[src/rtl/control_unit_fsm_pkg.sv]
// Shared constants for the multicycle add/subtract sequencing controller.
// State codes stay plain localparams so legacy code can compare them against raw 3-bit values.
package control_unit_fsm_pkg;

  localparam logic [2:0] IDLE   = 3'd0;
  localparam logic [2:0] LOAD_A = 3'd1;
  localparam logic [2:0] ACC_B  = 3'd2;
  localparam logic [2:0] ACC_C  = 3'd3;
  localparam logic [2:0] ACC_D  = 3'd4;
  localparam logic [2:0] DONE   = 3'd5;

  // Operand mux selects, packed as {s2, s1}.
  localparam logic [1:0] SEL_B = 2'b00;
  localparam logic [1:0] SEL_C = 2'b01;
  localparam logic [1:0] SEL_D = 2'b10;

  localparam logic S0_LOAD_A = 1'b1;

  typedef struct packed {
    logic       e;
    logic       s0;
    logic [1:0] sel;
    logic       done;
  } ctrlOutT;

endpackage

[src/rtl/control_unit_fsm.sv]
// Moore controller: loads A, then accumulates B, C and D, then holds done until start drops.
// Outputs decode from the state register only.
module control_unit_fsm
  import control_unit_fsm_pkg::*;
(
  input  logic start,
  input  logic mode,
  input  logic clock,
  input  logic reset,
  output logic e,
  output logic s0,
  output logic s1,
  output logic s2,
  output logic done
);

  logic [2:0] state;
  logic [2:0] nextState;
  ctrlOutT    outs;

  // mode goes straight to the datapath; the sequencer ignores it.
  logic unusedMode;
  assign unusedMode = mode;

  function automatic ctrlOutT decodeOutputs(input logic [2:0] st);
    ctrlOutT o;
    o = '{e: 1'b0, s0: 1'b0, sel: SEL_B, done: 1'b0};
    case (st)
      LOAD_A: begin
        o.e  = 1'b1;
        o.s0 = S0_LOAD_A;
      end
      ACC_B: begin
        o.e   = 1'b1;
        o.sel = SEL_B;
      end
      ACC_C: begin
        o.e   = 1'b1;
        o.sel = SEL_C;
      end
      ACC_D: begin
        o.e   = 1'b1;
        o.sel = SEL_D;
      end
      DONE:    o.done = 1'b1;
      default: ;
    endcase
    return o;
  endfunction

  always_comb begin
    nextState = IDLE;
    case (state)
      IDLE:    nextState = start ? LOAD_A : IDLE;
      LOAD_A:  nextState = ACC_B;
      ACC_B:   nextState = ACC_C;
      ACC_C:   nextState = ACC_D;
      ACC_D:   nextState = DONE;
      // Holding here while start stays high makes one start level yield one operation.
      DONE:    nextState = start ? DONE : IDLE;
      default: nextState = IDLE;
    endcase
  end

  always_ff @(posedge clock) begin
    if (reset) begin
      state <= IDLE;
    end else begin
      state <= nextState;
    end
  end

  always_comb begin
    outs = decodeOutputs(state);
    e    = outs.e;
    s0   = outs.s0;
    s1   = outs.sel[0];
    s2   = outs.sel[1];
    done = outs.done;
  end

endmodule

[config.mk]
export PLATFORM = sky130hd
export DESIGN_NAME = control_unit_fsm
export DESIGN_NICKNAME = d
export VERILOG_FILES = /design/src/rtl/control_unit_fsm_pkg.sv /design/src/rtl/control_unit_fsm.sv
export SDC_FILE = /design/constraint.sdc
export NUM_CORES = 1
export LEC_CHECK = 0
export CAP_MARGIN = 5
export CORE_AREA = 2 2 39 41
export CTS_CLUSTER_SIZE = 25
export DETAILED_ROUTE_END_ITERATION = 10
export DIE_AREA = 0 0 41 43
export PLACE_DENSITY = 0.45
export SETUP_SLACK_MARGIN = 0.4
export SLEW_MARGIN = 10
export SYNTH_ARGS = -nofsm -noshare
export SYNTH_HDL_FRONTEND = slang
export SYNTH_SLANG_ARGS = --single-unit
[constraint.sdc]
create_clock -name clock -period 0.9 [get_ports clock]
set_input_delay 0.09 -clock clock [delete_from_list [all_inputs] [get_ports clock]]
set_output_delay 0.09 -clock clock [all_outputs]
set_load 0.01 [all_outputs]
==> Yosys cells after proc, flatten, opt, wreduce, memory -nomap -nowiden <==
Index checks and enable logic that the tools add are counted.
{ "word_totals": {"ff_bits": 3, "latchBits": 0, "ramBits": 0, "rom_bits": 0, "inputBits": 4, "output_inout_bits": 5, "word_cells": 15, "n_memories": 0} }
{ "classes": {"addsub": 0, "n_mul": 0, "n_div": 0, "order_cmp": 0, "eq_ne": 5, "n_shift": 0, "mux": 7, "bitwise_logic": 0, "reduce_logical": 2} }
{ "op_table": {"columns": ["operator", "n"], "rows": [
  ["case mux 3 bit (6 select lines)", 1],
  ["equality test 3 x 2 -> 1 bit (second input constant)", 2],
  ["equality test 3 bit (second input constant)", 2],
  ["two-way mux 1 bit", 4],
  ["case mux 2 bit (2 select lines)", 1],
  ["OR reduction 4 bit", 1],
  ["equality test 3 x 1 -> 1 bit (second input constant)", 1],
  ["zero test 3 bit", 1],
  ["two-way mux 3 bit", 1]
]} }

==> Logic depth before layout (Yosys ltp) <==
{ "depth": {"word_depth": 3, "ltp_mapped": 4, "mapped_depth_nobuf": 3} }

==> Worst setup path after synthesis <==
Ideal clock, no wire load.
{ "synth_path": {"path_type": "reg2out", "start": "reg state[2]", "end": "out s2", "t_arrival_ps": 774, "required_ps": 810, "path_slack_ps": 36, "path_stages_with_launch": 3, "path_buffers": 1, "cell_sequence": "dfxtp_1 buf_2 nor3b_1"} }
{ "synth_between": {"elab_chain_cells": 2, "word_cells_on_any_way": 3, "cone_classes": "2 x eq/ne; 1 x mux"} }
{ "synth_rtl": {"columns": ["item", "line", "source"], "rows": [
  ["start: declaration", "control_unit_fsm.sv:17", "logic [2:0] state;"],
  ["start signal: assignment", "control_unit_fsm.sv:69", "state <= nextState;"],
  ["equality test 3 bit / equality test 3 x 2 -> 1 bit (equally long branches)", "control_unit_fsm.sv:28", "case (st)"],
  ["case mux 2 bit (2 select lines) (*)", "control_unit_fsm.sv:28", null],
  ["end: declaration", "control_unit_fsm.sv:13", "output logic s2,"]
]} }
Every way passes the cells marked *; elsewhere a longest branch is shown, timed or not.

==> Worst setup path after layout <==
{ "layout_path": {"start": "reg state[1]", "end": "out s1"} }
{ "layout_between": {"elab_chain_cells": 2, "word_cells_on_any_way": 3, "cone_classes": "2 x eq/ne; 1 x mux"} }
{ "layout_rtl": {"columns": ["item", "line", "source"], "rows": [
  ["equality test 3 bit / equality test 3 x 2 -> 1 bit (equally long branches)", "control_unit_fsm.sv:28", null],
  ["case mux 2 bit (2 select lines) (*)", "control_unit_fsm.sv:28", null],
  ["end: declaration", "control_unit_fsm.sv:12", "output logic s1,"]
]} }
Marks and branches as above.

==> run_summary.xml <==
<?xml version="1.0" encoding="UTF-8"?>
<metrics>
  <group name="run_status">
    <metric name="status" unit="">finished with violations</metric>
    <metric name="violations" unit="">negative setup slack</metric>
  </group>
  <group name="clock_tree">
    <metric name="clock_tree.htree_level_count" unit="">1</metric>
    <metric name="cts_max_path_buffers" unit="">2</metric>
    <metric name="clock_tree.root_cell" unit="">clkbuf_4</metric>
    <metric name="clock_tree_from_tritoncts" unit="">done</metric>
    <metric name="cts-buffers-inserted" unit="">3</metric>
    <metric name="cts.clk_slew.worst_paths" unit="ns">0.04</metric>
    <metric name="clock_insertion_delay_worst_skew" unit="ns">0.23</metric>
    <metric name="cts_num_sinks" unit="">3</metric>
  </group>
  <group name="place">
    <metric name="place_congestion" unit="">0.736</metric>
    <metric name="place_inst" unit="">49</metric>
    <metric name="hpwl" unit="microns">351</metric>
    <metric name="number_of_i_o_port_buffers" unit="">7</metric>
  </group>
  <group name="synthesis">
    <metric name="synth_seq_area_share" unit="%">29.6</metric>
    <metric name="synth-seq-cells" unit="">3</metric>
    <metric name="netlist.top_cell.by_area" unit="">dfxtp_1</metric>
    <metric name="synth_cells" unit="">23</metric>
    <metric name="synthTopCellsByArea" unit="">dfxtp_1 (30%), buf_6 (11%), xnor2_1 (8.6%)</metric>
    <metric name="syn-mean-instance-area" unit="sq um">8.81</metric>
    <metric name="synthesis.nets" unit="">27</metric>
    <metric name="synth_compound_area_share" unit="%">10.5</metric>
    <metric name="synthMuxAreaShare" unit="%">0</metric>
    <metric name="synthSimpleGateAreaFrac" unit="%">35.8</metric>
    <metric name="synth_xor_area_share" unit="%">8.64</metric>
    <metric name="synth_largest_type_area_fraction" unit="%">29.6</metric>
    <metric name="synth.cell_area" unit="sq um">203</metric>
    <metric name="synth_top_family_by_area" unit="">simple AND/OR/NAND/NOR gates</metric>
    <metric name="yosys.area_share.adder" unit="%">0</metric>
    <metric name="yosys_warnings" unit="">0</metric>
    <metric name="synth_cell_types" unit="">17</metric>
  </group>
  <group name="global_routing">
    <metric name="grt.overflow.total" unit="">0</metric>
    <metric name="first_global_vias" unit="">178</metric>
    <metric name="grt_pass1_wl" unit="microns">779</metric>
    <metric name="antenna_found_initial" unit="">0</metric>
    <metric name="grt.total_usage" unit="%">6.61</metric>
    <metric name="grt_max_degree" unit="">7</metric>
  </group>
  <group name="die">
    <metric name="dieArea" unit="sq um">1760</metric>
    <metric name="fp.dieW" unit="microns">41</metric>
    <metric name="design.portCount" unit="">9</metric>
    <metric name="initial_core_util" unit="%">14.6</metric>
    <metric name="fp.coreArea" unit="sq um">1380</metric>
    <metric name="die_h" unit="microns">43</metric>
    <metric name="num_rows" unit="">14</metric>
  </group>
  <group name="setup_path">
    <metric name="crit_fanout" unit="">6</metric>
    <metric name="crit_path_top_delay_cell" unit="">dfxtp_4</metric>
    <metric name="cp_cell_sequence" unit="">nand2_2 -&gt; or2_4 -&gt; inv_2 -&gt; buf_6</metric>
    <metric name="critical_path_cell_count" unit="">4</metric>
    <metric name="cp_num_buf_inv" unit="">2</metric>
    <metric name="reg2reg_depth" unit="">5</metric>
    <metric name="critical_path.startpoint_type" unit="">flop</metric>
    <metric name="critPathCaptureType" unit="">output pin</metric>
    <metric name="startpoint" unit="">state[1]</metric>
    <metric name="critical_path.reg2reg.endpoint" unit="">state[0]</metric>
    <metric name="worst_ep_arrival_time" unit="ns">1.04</metric>
    <metric name="setup.worst_path.class" unit="">reg2out</metric>
    <metric name="critical_path.max_stage_delay" unit="ns">0.39</metric>
    <metric name="crit_path_end" unit="">s1</metric>
    <metric name="critPathRequiredTime" unit="ns">0.81</metric>
    <metric name="timing.critical_path.max_delay_family" unit="">flip-flops</metric>
    <metric name="setup.reg_to_reg.worst_slack" unit="ns">-0.07</metric>
    <metric name="crit-reg2reg-launch" unit="">state[1]</metric>
  </group>
  <group name="routing">
    <metric name="antenna_left" unit="">0</metric>
    <metric name="drt-initial-drc-count" unit="">2</metric>
    <metric name="drt-met1-wl" unit="microns">244</metric>
    <metric name="route.final.wire_length" unit="microns">501</metric>
    <metric name="drc" unit="">0</metric>
    <metric name="avgViaCountPerCell" unit="">3.71</metric>
    <metric name="met3_length" unit="microns">24</metric>
    <metric name="dr_wl_met2" unit="microns">232</metric>
    <metric name="pre_antenna_drt_iters" unit="">2</metric>
    <metric name="topRoutingLayerUsed" unit="">met3</metric>
    <metric name="dr_total_vias" unit="">204</metric>
    <metric name="wire_per_inst" unit="microns">9.11</metric>
  </group>
  <group name="sta">
    <metric name="max_slew_margin" unit="%">90.7</metric>
    <metric name="setup_total_negative_slack" unit="ns">-1.02</metric>
    <metric name="worst_tran_pin_value" unit="ns">0.139</metric>
    <metric name="hold_viol" unit="">0</metric>
    <metric name="timing.final.crit_period" unit="ns">1.13</metric>
    <metric name="rsz0062_at_grt" unit="">true</metric>
    <metric name="fmax" unit="GHz">0.882</metric>
    <metric name="slew_violations" unit="">0</metric>
    <metric name="timing.final.crit_share" unit="%">126</metric>
    <metric name="layout_setup_ws" unit="ns">-0.234</metric>
    <metric name="finClkSkew" unit="ns">0.00126</metric>
    <metric name="setup-violations-final" unit="">8</metric>
  </group>
  <group name="pwr">
    <metric name="power.share.switching" unit="%">29.0</metric>
    <metric name="p_comb_share" unit="%">34.3</metric>
    <metric name="total_power_divided_by_cell_area" unit="nW/um^2">1650</metric>
    <metric name="p_clk_share" unit="%">36.8</metric>
    <metric name="power_report.internal_total" unit="mW">0.459</metric>
    <metric name="p_leak" unit="nW">0.173</metric>
    <metric name="vdd_ir_drop_max" unit="V">0.000453</metric>
    <metric name="seq_power_share" unit="%">28.9</metric>
    <metric name="total_switching_power" unit="mW">0.188</metric>
  </group>
  <group name="finish">
    <metric name="antenna_cells_inserted" unit="">0</metric>
    <metric name="fin_cells" unit="">55</metric>
    <metric name="largest_reg_flops" unit="">3</metric>
    <metric name="nets" unit="">44</metric>
    <metric name="largest_registers" unit="">state: 3 flops</metric>
    <metric name="largest_register" unit="">state</metric>
    <metric name="post_route_cells_drive_above_1_share" unit="%">71.8</metric>
    <metric name="syn2layout_area_growth" unit="%">93.8</metric>
  </group>
  <group name="hold_path">
    <metric name="hold_class" unit="">in2reg</metric>
    <metric name="holdCritStartpoint" unit="">reset</metric>
  </group>
  <group name="job">
    <metric name="max_cap_viol_count" unit="">0</metric>
  </group>
</metrics>
[cells in the final DEF (no fill, tap or decap), types with 2 or more instances in the layout]
master / instances
xnor2_1: 2
dfxtp_4: 2
buf_6: 7
clkbuf_4: 3
clkdlybuf4s50_1: 2
buf_2: 3
buf_4: 3
[logic make-up after synthesis]
kind of cell,after synthesis
compound gates,3
xor+xnor,2
buf+inv,4
flops,3
simple gates,11
[worst min path at each step]
stage          slack [ns]  endpoint  cells after the start
2_1_floorplan        0.15  state[2]                      1
6_report             0.45  state[1]                      2
3_3_place_gp         0.65  state[1]                      2
4_1_cts              0.45  state[1]                      2
3_5_place_dp         0.66  state[1]                      2
5_1_grt              0.46  state[1]                      2
[cell type report]
class / instances / area [sq um]
Timing Repair Buffer: 15 / 136
Clock buffer: 4 / 26.3
Fill cell: 148 / 991
Inverter: 1 / 3.75
Multi-Input combinational cell: 16 / 138
Sequential cell: 3 / 68.8
Tap cell: 16 / 20.0
[metal layers]
metal	track usage (%)	up-vias
li1	-	106
met1	8.95	91
met2	9.06	7
met3	3.14	0
met4	2.00	0
met5	0	-
[timing repair]
| item | in CTS | in global routing |
|---|---|---|
| pin swaps | 3 | 2 |
| gates resized for setup | 31 | 5 |
| hold buffers | 0 | 0 |
| setup endpoints to repair | 8 | 8 |
| setup buffers | 2 | 0 |
[cell usage after synthesis]
master	instances
nand2_2	1
nand2b_1	1
xnor2_1	2
buf_6	2
nor2_1	2
and3_1	1
dfxtp_1	3
a21oi_1	1
nor3_1	1
and3b_2	1
a21oi_2	1
nand3b_1	1
o21bai_1	1
or2_4	1
nor3b_1	2
inv_1	1
buf_2	1
[power groups by stage]
stage	combinational (mW)	sequential (mW)	clock, mW
after floorplan	0.129	0.158	0
after global placement	0.179	0.178	0
after detailed placement	0.183	0.180	0
after CTS	0.204	0.184	0.251
after global routing	0.238	0.191	0.262
final	0.222	0.187	0.238
[worst register-to-register path: cells and delay by family (launching register included)]
| kind | cells | cell delay [ns] |
|---|---|---|
| flops | 1 | 0.36 |
| simple gates | 2 | 0.21 |
| buf+inv | 2 | 0.24 |
| compound gates | 1 | 0.06 |
[through the flow]
stage	util (%)	setup slack (ns)	instance area, sq um	power (mW)	hold slack, ns
after global routing	28.4	-0.277	393	0.692	0.460
after detailed placement	22.9	-0.465	317	0.364	0.660
after global placement	22.9	-0.443	317	0.357	0.649
final	28.4	-0.234	393	0.647	0.454
after CTS	26.8	-0.240	370	0.640	0.450
after floorplan	-	0.0536	211	0.287	0.152
Note: power is estimated with default switching activity, not from simulation.
